## src/rtl/disp_cmd_pkg.sv

```systemverilog
// Shared definitions for the display command controller: opcodes, FSM states,
// reset colours and the packed layout of a buffered command.
package disp_cmd_pkg;

  localparam logic [3:0] OP_MODE    = 4'd1;
  localparam logic [3:0] OP_FG      = 4'd2;
  localparam logic [3:0] OP_BG      = 4'd3;
  localparam logic [3:0] OP_PATTERN = 4'd4;
  localparam logic [3:0] OP_BLANK   = 4'd5;

  localparam int ENTRY_W = 15;

  localparam logic [11:0] FG_RST = 12'hFFF;
  localparam logic [11:0] BG_RST = 12'h000;

  typedef enum logic [1:0] {
    ST_IDLE,
    ST_WAIT_FRAME,
    ST_APPLY
  } state_t;

  typedef struct packed {
    logic [2:0]  op;
    logic [11:0] arg;
  } entry_t;

  // The check nibble must be the bitwise inverse of the opcode.
  function automatic logic cmd_valid(input logic [3:0] op, input logic [3:0] chk);
    return (chk == ~op) && (op >= OP_MODE) && (op <= OP_BLANK);
  endfunction

endpackage

```

## src/rtl/cmd_fifo.sv

```systemverilog
// Synchronous FIFO holding pending display commands. The caller must only push
// when not full, or when popping in the same cycle.
module cmd_fifo #(
  parameter int DEPTH = 4,
  parameter int W     = 15
) (
  input  logic                   clk,
  input  logic                   rst_n,
  input  logic                   push,
  input  logic                   pop,
  input  logic [W-1:0]           wr_data,
  output logic [W-1:0]           rd_data,
  output logic                   full,
  output logic                   empty,
  output logic [$clog2(DEPTH):0] count
);

  localparam int AW = $clog2(DEPTH);

  logic [W-1:0]  mem [DEPTH];
  logic [AW-1:0] wr_ptr;
  logic [AW-1:0] rd_ptr;

  // NOTE: storage is deliberately not reset; count guarantees stale words are never read.
  always_ff @(posedge clk) begin
    if (push) mem[wr_ptr] <= wr_data;
  end

  // NOTE: sequential state uses non-blocking assignments so every register samples pre-edge values.
  always_ff @(posedge clk or negedge rst_n) begin
    if (!rst_n) begin
      wr_ptr <= '0;
      rd_ptr <= '0;
      count  <= '0;
    end else begin
      if (push) wr_ptr <= wr_ptr + 1'b1;
      if (pop)  rd_ptr <= rd_ptr + 1'b1;
      case ({push, pop})
        2'b10:   count <= count + 1'b1;
        2'b01:   count <= count - 1'b1;
        default: count <= count;
      endcase
    end
  end

  assign rd_data = mem[rd_ptr];
  assign full    = (count == (AW + 1)'(DEPTH));
  assign empty   = (count == '0);

endmodule

```

## src/rtl/disp_cmd_ctrl.sv

```systemverilog
// Decodes UART command words, buffers them, and applies them to the display
// configuration registers only at frame boundaries.
module disp_cmd_ctrl
  import disp_cmd_pkg::*;
#(
  parameter int FIFO_DEPTH = 4,
  parameter int CNT_W      = 8
) (
  input  logic             sys_clk,
  input  logic             sys_rst_n,
  input  logic [31:0]      data,
  input  logic             s_flag,
  input  logic             frame_start,
  output logic             mode,
  output logic             mode_chg,
  output logic [2:0]       pattern,
  output logic [11:0]      fg_rgb,
  output logic [11:0]      bg_rgb,
  output logic             blank,
  output logic             pending,
  output logic             cmd_err,
  output logic [CNT_W-1:0] rej_cnt
);

  localparam int CW = $clog2(FIFO_DEPTH) + 1;

  state_t        state, state_next;
  entry_t        wr_entry, rd_entry;
  logic          word_ok, push, pop, drop, full, empty, go;
  logic [CW-1:0] count, apply_left;
  logic          unused_bits;

  assign word_ok     = cmd_valid(data[31:28], data[27:24]);
  assign wr_entry    = '{op: data[30:28], arg: data[11:0]};
  assign pop         = (state == ST_APPLY);
  assign push        = s_flag && word_ok && (!full || pop);
  assign drop        = s_flag && !push;
  assign pending     = !empty;
  assign unused_bits = ^data[23:12];

  cmd_fifo #(.DEPTH(FIFO_DEPTH), .W(ENTRY_W)) u_fifo (
    .clk     (sys_clk),
    .rst_n   (sys_rst_n),
    .push    (push),
    .pop     (pop),
    .wr_data (wr_entry),
    .rd_data (rd_entry),
    .full    (full),
    .empty   (empty),
    .count   (count)
  );

  // The count is snapshotted at the frame boundary; go delays APPLY by one cycle.
  always_ff @(posedge sys_clk or negedge sys_rst_n) begin
    if (!sys_rst_n) begin
      state      <= ST_IDLE;
      go         <= 1'b0;
      apply_left <= '0;
    end else begin
      state <= state_next;
      go    <= (state == ST_WAIT_FRAME) && frame_start;
      if ((state == ST_WAIT_FRAME) && frame_start) apply_left <= count;
      else if (pop)                                apply_left <= apply_left - 1'b1;
    end
  end

  // NOTE: next-state gets a default before the case so no latch is inferred.
  always_comb begin
    state_next = state;
    case (state)
      ST_IDLE:       if (push) state_next = ST_WAIT_FRAME;
      ST_WAIT_FRAME: if (go)   state_next = ST_APPLY;
      ST_APPLY:
        if (apply_left == CW'(1))
          state_next = (count == CW'(1) && !push) ? ST_IDLE : ST_WAIT_FRAME;
      default:       state_next = ST_IDLE;
    endcase
  end

  always_ff @(posedge sys_clk or negedge sys_rst_n) begin
    if (!sys_rst_n) begin
      mode     <= 1'b0;
      mode_chg <= 1'b0;
      pattern  <= '0;
      fg_rgb   <= FG_RST;
      bg_rgb   <= BG_RST;
      blank    <= 1'b0;
    end else begin
      mode_chg <= 1'b0;
      if (pop) begin
        case ({1'b0, rd_entry.op})
          OP_MODE: begin
            mode     <= rd_entry.arg[0];
            mode_chg <= (rd_entry.arg[0] != mode);
          end
          OP_FG:      fg_rgb  <= rd_entry.arg;
          OP_BG:      bg_rgb  <= rd_entry.arg;
          OP_PATTERN: pattern <= rd_entry.arg[2:0];
          OP_BLANK:   blank   <= rd_entry.arg[0];
          default:    ;
        endcase
      end
    end
  end

  always_ff @(posedge sys_clk or negedge sys_rst_n) begin
    if (!sys_rst_n) begin
      cmd_err <= 1'b0;
      rej_cnt <= '0;
    end else begin
      cmd_err <= drop;
      if (drop && (rej_cnt != '1)) rej_cnt <= rej_cnt + 1'b1;
    end
  end

endmodule

```

## config.mk

```make
export PLATFORM = sky130hd
export DESIGN_NAME = disp_cmd_ctrl
export DESIGN_NICKNAME = d
export VERILOG_FILES = /design/src/rtl/disp_cmd_pkg.sv /design/src/rtl/cmd_fifo.sv /design/src/rtl/disp_cmd_ctrl.sv
export SDC_FILE = /design/constraint.sdc
export NUM_CORES = 1
export LEC_CHECK = 0
export ABC_AREA = 1
export ABC_CLOCK_PERIOD_IN_PS = 5500
export BUFFER_PORTS_ARGS = -buffer_cell sky130_fd_sc_hd__buf_2
export CORE_MARGIN = 2
export CORE_UTILIZATION = 45
export CTS_BUF_LIST = sky130_fd_sc_hd__clkbuf_16
export CTS_CLUSTER_DIAMETER = 100
export DETAILED_ROUTE_END_ITERATION = 10
export GPL_TIMING_DRIVEN = 1
export PLACE_DENSITY = 0.64
export REMOVE_ABC_BUFFERS = 1
export SYNTH_ARGS = -nofsm -noshare
export SYNTH_HDL_FRONTEND = slang
export SYNTH_SLANG_ARGS = --single-unit
```

## constraint.sdc

```tcl
create_clock -name sys_clk -period 5.5 [get_ports sys_clk]
set_input_delay 0.825 -clock sys_clk [delete_from_list [all_inputs] [get_ports sys_clk]]
set_output_delay 0.825 -clock sys_clk [all_outputs]
set_load 0.1 [all_outputs]
```

==> flow_summary.ini, run 1 <==
[timing]
maxSlewViolCount = 0
hold_viol_final = 0
maxClockFrequency_ghz = 0.3596
tightest_slew_ps = 1041
slew_headroom = 0.3058
rsz0062_at_grt = false
setup_viol = 0
finClkSkew_ps = 12.09
period_share = 0.5057
period_minus_slack_ps = 2781
tns_ps = 0

[final_layout]
nNetsFinal = 557
area_growth_syn_to_layout_pct = 14.43
antenna_cells = 0
design_area_um2 = 5634
final_cells = 655
drive_above_1_share = 0.2583

[clock_tree]
cts_tree = built
clock_latency_ps = 350
cts_buffer_depth = 2
ctsHoldBuffers = 0
cts_inserted_buffers = 9
cts_root_buf = clkbuf_16
cts_setup_buffers = 0
clk_pin_slew_ps = 80
cts.sinks = 112
htreeDepth = 3
post_cts_resized = 0

[worst_setup_path]
reg2reg_slack_ps = 2720
start_kind = flip-flop
reg2reg_depth = 9
worstPathArrival_ps = 3010
path_class = flip-flop to flip-flop
r2r-end = bg_rgb[10]
cp_slowest_cell = dfrtp_1
worst-path-max-fanout = 32
max_stage_delay_ps = 1030
cpMostUsedCell = nand2_1
setup.worst_path.start = u_fifo.rd_ptr[0]
r2r-start = u_fifo.rd_ptr[0]
path_delay_family = flip-flops
path_buf_inv = 1
cp.depth = 9
critical_path_required_ps = 5730
setup.worst_path.end = bg_rgb[10]
endpoint_kind = flip-flop
path_cells = inv_2 > nand2_1 > nand2_1 > nand2_1 > nand2_4 > nor2_8 > nand3b_4 > nand2_1 > o21ai_2

[run]
drv_cap = 0

[floorplan]
fp.coreArea_um2 = 10750
num_rows = 38
die_y_um = 108.6
die_x_um = 108.6
die-area_um2 = 11790
io_pins = 76
initial_core_util = 0.4582

[routing]
wl_met1_um = 4156
ant_nets = 0
wl_met2_um = 4484
vias = 3234
routed_via_density = 4.937
drt-total-wl_um = 9083
dr.first_iter.drc_count = 155
routedWlPerCell_um = 13.87
topRoutingLayerUsed = met4
drtPass1Iterations = 4
drc = 0
wl_met3_um = 351

[hold_path]
hold_path.class = flip-flop to flip-flop

[placed_design]
dp_cells = 639
numPortBuffers = 63
placed_area_um2 = 5343
globalplace.congestion = 0.7605
place_hpwl_um = 5819

[synth]
syn_inst = 446
yosysSeqAreaShare = 0.6333
synth.distinct_cells = 34
synth_seq_cells = 112
synth.cell_area_um2 = 4923
synth_area_leaders = edfxtp_1 (37%), dfrtp_1 (20%), nand2_1 (8.3%)
synthArstFlopShare = 0.4643
synth_edf_count = 60
synth.top_cell.area_share = 0.3659
synth_area_leader_cell = edfxtp_1
ys.flop_type = edfxtp_1
avgSynthCellArea_um2 = 11.04
ys_warn_count = 0

[grt]
grt_max_degree = 53
grt_overflow_total = 0
grt_usage = 0.1668
antenna_found_initial = 0
grt_pass1_vias = 3193
grt_pass1_wl_um = 15080

[run_status]
outcome = completed
-- flip-flops by register name, summed over array words and instances, names as in the netlist, 3 cells and up --
signal        count
apply_left        3
u_fifo.mem       60
pattern           3
fg_rgb           12
rej_cnt           8
u_fifo.count      3
bg_rgb           12
-- logic make-up after synthesis --
logic type / after synthesis / synth area share
fa+ha+maj: 11 / 0.02795
compound gates: 69 / 0.09174
buf+inv: 54 / 0.05184
flops: 112 / 0.6333
simple gates: 189 / 0.1756
xor+xnor: 11 / 0.01957
-- cell type report --
cell class	instances	area (um2)
Clock buffer	9	225.2
Clock inverter	7	66.31
Fill cell	976	5111
Inverter	39	146.4
Multi-Input combinational cell	280	1550
Sequential cell	112	3118
Tap cell	140	175.2
Timing Repair Buffer	68	352.8
-- how the worst min path moves through the flow --
stage                     startpoint         to  slack [ps]  cells past startpoint
after global routing       fg_rgb[7]  fg_rgb[7]         500                      2
final                      fg_rgb[1]  fg_rgb[1]         480                      2
after floorplan                   go   state[1]         450                      2
after CTS                  fg_rgb[1]  fg_rgb[1]         480                      2
after global placement            go   state[1]         460                      2
after detailed placement   bg_rgb[5]  bg_rgb[5]         460                      2
-- tightest hold or removal path, delay by kind of cell, from the launching register on --
| kind | cells | cell delay, ps |
|---|---|---|
| compound gates | 1 | 50 |
| simple gates | 1 | 50 |
| flops | 1 | 370 |
-- layer usage --
metal	global-route usage	vias up
met5	0	-
met4	0.05678	0
met3	0.02893	7
met2	0.2897	73
met1	0.2108	1526
li1	-	1628
-- cells in the mapped netlist (3+ instances only) --
cell and instances:
nand2_1 109, edfxtp_1 60, dfrtp_1 40, nor2_1 38, inv_1 36, o21ai_0 21, o21ai_2 20, nand3_1 17
dfstp_2 12, ha_1 11, nand4_1 9, o22ai_1 9, xor2_1 9, o21ai_1 8, buf_2 6, buf_6 6
a21oi_1 5, nand3_2 4, clkbuf_1 3, inv_2 3, nand2_2 3
-- through the flow --
stage / utilization / worst slack (ps) / hold WS (ps)
finish: 0.5243 / 2719 / 476.7
global route: 0.5243 / 2412 / 499.8
CTS: 0.5243 / 2719 / 477.6
global placement: 0.4972 / 2796 / 457.7
floorplan: - / 2956 / 448.9
detailed placement: 0.4972 / 2712 / 463.3
-- placed cells by master (no fill, tap or decap), types with 2 or more instances in the layout --
cell / n
nand2_1: 109
buf_2: 63
edfxtp_1: 60
dfrtp_1: 40
nor2_1: 38
inv_1: 37
o21ai_0: 21
o21ai_2: 20
nand3_1: 17
dfstp_2: 12
ha_1: 11
xor2_1: 9
o22ai_1: 9
nand4_1: 9
clkbuf_16: 9
o21ai_1: 8
a21oi_1: 5
buf_4: 5
nand3_2: 4
inv_2: 3
nand2_2: 3
nor2_2: 2
nand2_4: 2
a32o_1: 2
xnor2_1: 2
inv_6: 2
clkinv_4: 2
Power of run 1 is left out: the tool's default activity adds up to more than one toggle a clock period on the data nets, which glitch-free logic cannot reach.
==> run 2, diff against run 1 <==
--- a/config.mk
+++ b/config.mk
@@ -6,7 +6,7 @@
 export NUM_CORES = 1
 export LEC_CHECK = 0
 export ABC_AREA = 1
-export ABC_CLOCK_PERIOD_IN_PS = 5500
+export ABC_CLOCK_PERIOD_IN_PS = 2400
 export BUFFER_PORTS_ARGS = -buffer_cell sky130_fd_sc_hd__buf_2
 export CORE_MARGIN = 2
 export CORE_UTILIZATION = 45
@@ -14,7 +14,7 @@
 export CTS_CLUSTER_DIAMETER = 100
 export DETAILED_ROUTE_END_ITERATION = 10
 export GPL_TIMING_DRIVEN = 1
-export PLACE_DENSITY = 0.64
+export PLACE_DENSITY = 0.66
 export REMOVE_ABC_BUFFERS = 1
 export SYNTH_ARGS = -nofsm -noshare
 export SYNTH_HDL_FRONTEND = slang
==> constraint.sdc (replaced) <==
create_clock -name sys_clk -period 2.4 [get_ports sys_clk]
set_input_delay 0.36 -clock sys_clk [delete_from_list [all_inputs] [get_ports sys_clk]]
set_output_delay 0.36 -clock sys_clk [all_outputs]
set_load 0.1 [all_outputs]
==> flow_summary.ini, run 2 (synthesis results as in run 1) <==
[routing]
ant_nets = 0
dr.first_iter.drc_count = 160
drt-total-wl_um = 9226
routed_via_density = 4.979
vias = 3306
drtPass1Iterations = 4
routedWlPerCell_um = 13.89
drc = 0

[grt]
antenna_found_initial = 0
grt_usage = 0.1698
grt_pass1_wl_um = 15360
grt_overflow_total = 0
grt_max_degree = 29
grt_pass1_vias = 3206

[worst_setup_path]
start_kind = flip-flop
worst-path-max-fanout = 5
endpoint_kind = output pin
critical_path_required_ps = 2040
path_class = flip-flop to output pin
worstPathArrival_ps = 1600

[timing]
period_share = 0.8151
tns_ps = 0
hold_viol_final = 0
period_minus_slack_ps = 1956
finClkSkew_ps = 8.944
maxClockFrequency_ghz = 0.5112
rsz0062_at_grt = false
setup_viol = 0
tightest_slew_ps = 592.1
slew_headroom = 0.6053
maxSlewViolCount = 0

[final_layout]
reg_top3 = u_fifo.mem x60, bg_rgb x12, fg_rgb x12
top_register = u_fifo.mem
nNetsFinal = 566
area_growth_syn_to_layout_pct = 16.04
antenna_cells = 0
drive_above_1_share = 0.2729
mostFrequentLayoutCell = nand2_1
largest_reg_flops = 60
fillers = 1005
final_cell_mix = nand2_1 (109), buf_2 (63), edfxtp_1 (60)

[placed_design]
place_hpwl_um = 6360
globalplace.congestion = 0.7687
numPortBuffers = 63

[clock_tree]
cts_tree = built
post_cts_resized = 0
cts_buffer_depth = 2
cts_setup_buffers = 0
htreeDepth = 3
clock_latency_ps = 340
ctsHoldBuffers = 0
cts.sinks = 112
cts_root_buf = clkbuf_16
cts_inserted_buffers = 9
clk_pin_slew_ps = 70

[floorplan]
die_y_um = 108.6
initial_core_util = 0.4582
die_x_um = 108.6
fp.coreArea_um2 = 10750
io_pins = 76
die-area_um2 = 11790
num_rows = 38

[run]
drv_cap = 0

[run_status]
outcome = completed

[hold_path]
hold_path.class = primary input to asynchronous set/reset pin
[run 2: cell count changes in the layout (fill, tap and decap cells not counted)]
cell and delta:
inv_1 -1, buf_12 +1, clkinv_2 +1, clkinv_4 +1, inv_8 -1, buf_4 +8
[run 2: routing by layer]
layer,part of all wire,track usage
met3,0.041,0.03556
met4,0.0088,0.05495
met1,0.44,0.2093
met2,0.51,0.2978
met5,0,0
[run 2: area by class of cell]
type | instances | area (um2) | share of cell area
inverter | 39 | 146.4 | 0.02562
multi-input combinational | 280 | 1550 | 0.2714
tap | 140 | 175.2 | 0.03066
clock inverter | 7 | 65.06 | 0.01139
sequential | 112 | 3118 | 0.5458
timing repair buffer | 77 | 432.9 | 0.07578
clock buffer | 9 | 225.2 | 0.03942
[run 2: worst max-delay path, stage by stage, from the launching register on]
cell,delay [ps]
dfrtp_1,420
inv_1,100
ha_1,230
nand2_1,80
buf_2,420
[run 2: final timing paths]
kind	startpoint	slack (ps)	endpoint	cells after the start
max in group asynchronous	sys_rst_n	1750	fg_rgb[0]	2
hold reg to reg	fg_rgb[1]	470	fg_rgb[1]	2
hold / removal	sys_rst_n	20	bg_rgb[6]	1
setup reg to reg	u_fifo.rd_ptr[0]	520	bg_rgb[4]	9
min in group sys_clk	data[9]	230	u_fifo.mem[2][9]	1
setup / recovery	u_fifo.count[0]	440	pending	4
[run 2: metrics by stage]
stage / hold WS [ps] / instance area, um2 / instances / setup WS, ps / utilization
final: 20.50 / 5713 / 664 / 443.8 / 0.5317
after global routing: 56.72 / 5713 / 664 / 317.5 / 0.5317
after CTS: 36.89 / 5713 / 664 / 428.2 / 0.5317
after detailed placement: 402.9 / 5423 / 648 / 500.5 / 0.5047
after global placement: 400.6 / 5423 / 648 / 551.6 / 0.5047
after floorplan: 64.41 / 4815 / 431 / 214.3 / -
Power of run 2 is left out for the same reason.
==> run 3, diff against run 2 <==
--- a/config.mk
+++ b/config.mk
@@ -6,7 +6,7 @@
 export NUM_CORES = 1
 export LEC_CHECK = 0
 export ABC_AREA = 1
-export ABC_CLOCK_PERIOD_IN_PS = 2400
+export ABC_CLOCK_PERIOD_IN_PS = 2000
 export BUFFER_PORTS_ARGS = -buffer_cell sky130_fd_sc_hd__buf_2
 export CORE_MARGIN = 2
 export CORE_UTILIZATION = 45
@@ -14,7 +14,7 @@
 export CTS_CLUSTER_DIAMETER = 100
 export DETAILED_ROUTE_END_ITERATION = 10
 export GPL_TIMING_DRIVEN = 1
-export PLACE_DENSITY = 0.66
+export PLACE_DENSITY = 0.64
 export REMOVE_ABC_BUFFERS = 1
 export SYNTH_ARGS = -nofsm -noshare
 export SYNTH_HDL_FRONTEND = slang
==> constraint.sdc (replaced) <==
create_clock -name sys_clk -period 2 [get_ports sys_clk]
set_input_delay 0.3 -clock sys_clk [delete_from_list [all_inputs] [get_ports sys_clk]]
set_output_delay 0.3 -clock sys_clk [all_outputs]
set_load 0.1 [all_outputs]
==> flow_summary.ini, run 3 (synthesis results as in run 1) <==
[floorplan]
num_rows = 38
fp.coreArea_um2 = 10750
die-area_um2 = 11790
io_pins = 76
initial_core_util = 0.4582
die_x_um = 108.6
die_y_um = 108.6

[grt]
antenna_found_initial = 0
grt_pass1_vias = 3221
grt_pass1_wl_um = 15350
grt_overflow_total = 0
grt_max_degree = 25
grt_usage = 0.1699

[worst_setup_path]
cp_slowest_cell = dfrtp_1
endpoint_kind = output pin
r2r-start = u_fifo.count[0]
path_cells = inv_1 > ha_1 > nand2_1 > buf_2
max_stage_delay_ps = 430
path_class = flip-flop to output pin
worst-path-max-fanout = 5
worstPathArrival_ps = 1600
reg2reg_slack_ps = 140
reg2reg_depth = 6
r2r-end = u_fifo.mem[2][9]
critical_path_required_ps = 1700
start_kind = flip-flop

[placed_design]
globalplace.congestion = 0.7650
numPortBuffers = 63
dp_cells = 648
place_hpwl_um = 6232

[hold_path]
holdPathStages = 1
hold_path.class = primary input to flip-flop
holdPathEnd = u_fifo.mem[3][1]
hp-start = data[1]

[final_layout]
regArea_um2 = 3118
final_cells = 665
area_growth_syn_to_layout_pct = 16.70
largest_reg_flops = 60
drive_above_1_share = 0.2705
nNetsFinal = 567
mostFrequentLayoutCell = nand2_1
fillers = 993
multi_input_area_um2 = 1550
top_register = u_fifo.mem
reg_top3 = u_fifo.mem x60, bg_rgb x12, fg_rgb x12
final_cell_mix = nand2_1 (109), buf_2 (63), edfxtp_1 (60)
antenna_cells = 0

[run_status]
outcome = completed

[clock_tree]
htreeDepth = 3
clk_pin_slew_ps = 80
cts_tree = built
cts_root_buf = clkbuf_16
cts.sinks = 112
clock_latency_ps = 350
post_cts_resized = 0
cts_inserted_buffers = 9
cts_buffer_depth = 2

[routing]
drt-total-wl_um = 9073
vias = 3266
ant_nets = 0
drc = 0
drtPass1Iterations = 4
routedWlPerCell_um = 13.64
routed_via_density = 4.911
dr.first_iter.drc_count = 153

[run]
drv_cap = 0

[timing]
period_minus_slack_ps = 1902
tns_ps = 0
maxClockFrequency_ghz = 0.5257
tightest_slew_ps = 488.4
setup_viol = 0
period_share = 0.9511
rsz0062_at_grt = true
maxSlewViolCount = 0
slew_headroom = 0.6767
hold_viol_final = 0
finClkSkew_ps = 11.77
-- run 3: repair_timing --
item                                   in CTS  in global routing
setup endpoints to repair                   0                 16
hold buffers                                1                  0
endpoints found under the hold margin      11                  0
setup buffers                               0                  0
-- run 3: through the flow --
stage	hold WS [ps]	util	instance area (um2)	setup slack (ps)
floorplan	4.409	-	4815	-185.7
global placement	264.7	0.5070	5448	199.4
detailed placement	275.2	0.5070	5448	124.5
CTS	151.1	0.5347	5746	75.96
global route	153.2	0.5347	5746	-23.83
finish	165.1	0.5347	5746	97.81
-- run 3: worst max path at each step --
stage | from | slack (ps) | depth (start not counted) | endpoint
floorplan | rej_cnt[0] | -190 | 7 | rej_cnt[6]
global placement | u_fifo.count[0] | 200 | 6 | u_fifo.mem[1][1]
detailed placement | u_fifo.count[0] | 120 | 6 | u_fifo.mem[2][10]
CTS | u_fifo.count[0] | 80 | 4 | pending
global route | u_fifo.count[0] | -20 | 6 | u_fifo.mem[1][2]
finish | u_fifo.count[0] | 100 | 4 | pending
-- run 3: layout make-up --
class | instances | area share
Clock buffer | 9 | 0.03920
Clock inverter | 7 | 0.01089
Inverter | 39 | 0.02548
Multi-Input combinational cell | 280 | 0.2698
Sequential cell | 112 | 0.5427
Tap cell | 140 | 0.03049
Timing Repair Buffer | 78 | 0.08145
-- run 3: layer usage --
layer | routed length, um | track usage | up-vias
met4 | 143 | 0.06319 | 0
met5 | 0 | 0 | -
met2 | 4495 | 0.2871 | 75
li1 | - | - | 1646
met1 | 4067 | 0.2189 | 1533
met3 | 366 | 0.03014 | 12
-- run 3: critical path, delay by kind of cell, from the launching register on --
kind | cells | cell delay (ps)
flops | 1 | 430
simple gates | 1 | 80
fa+ha+maj | 1 | 220
buf+inv | 2 | 520
Power of run 3 is left out for the same reason.
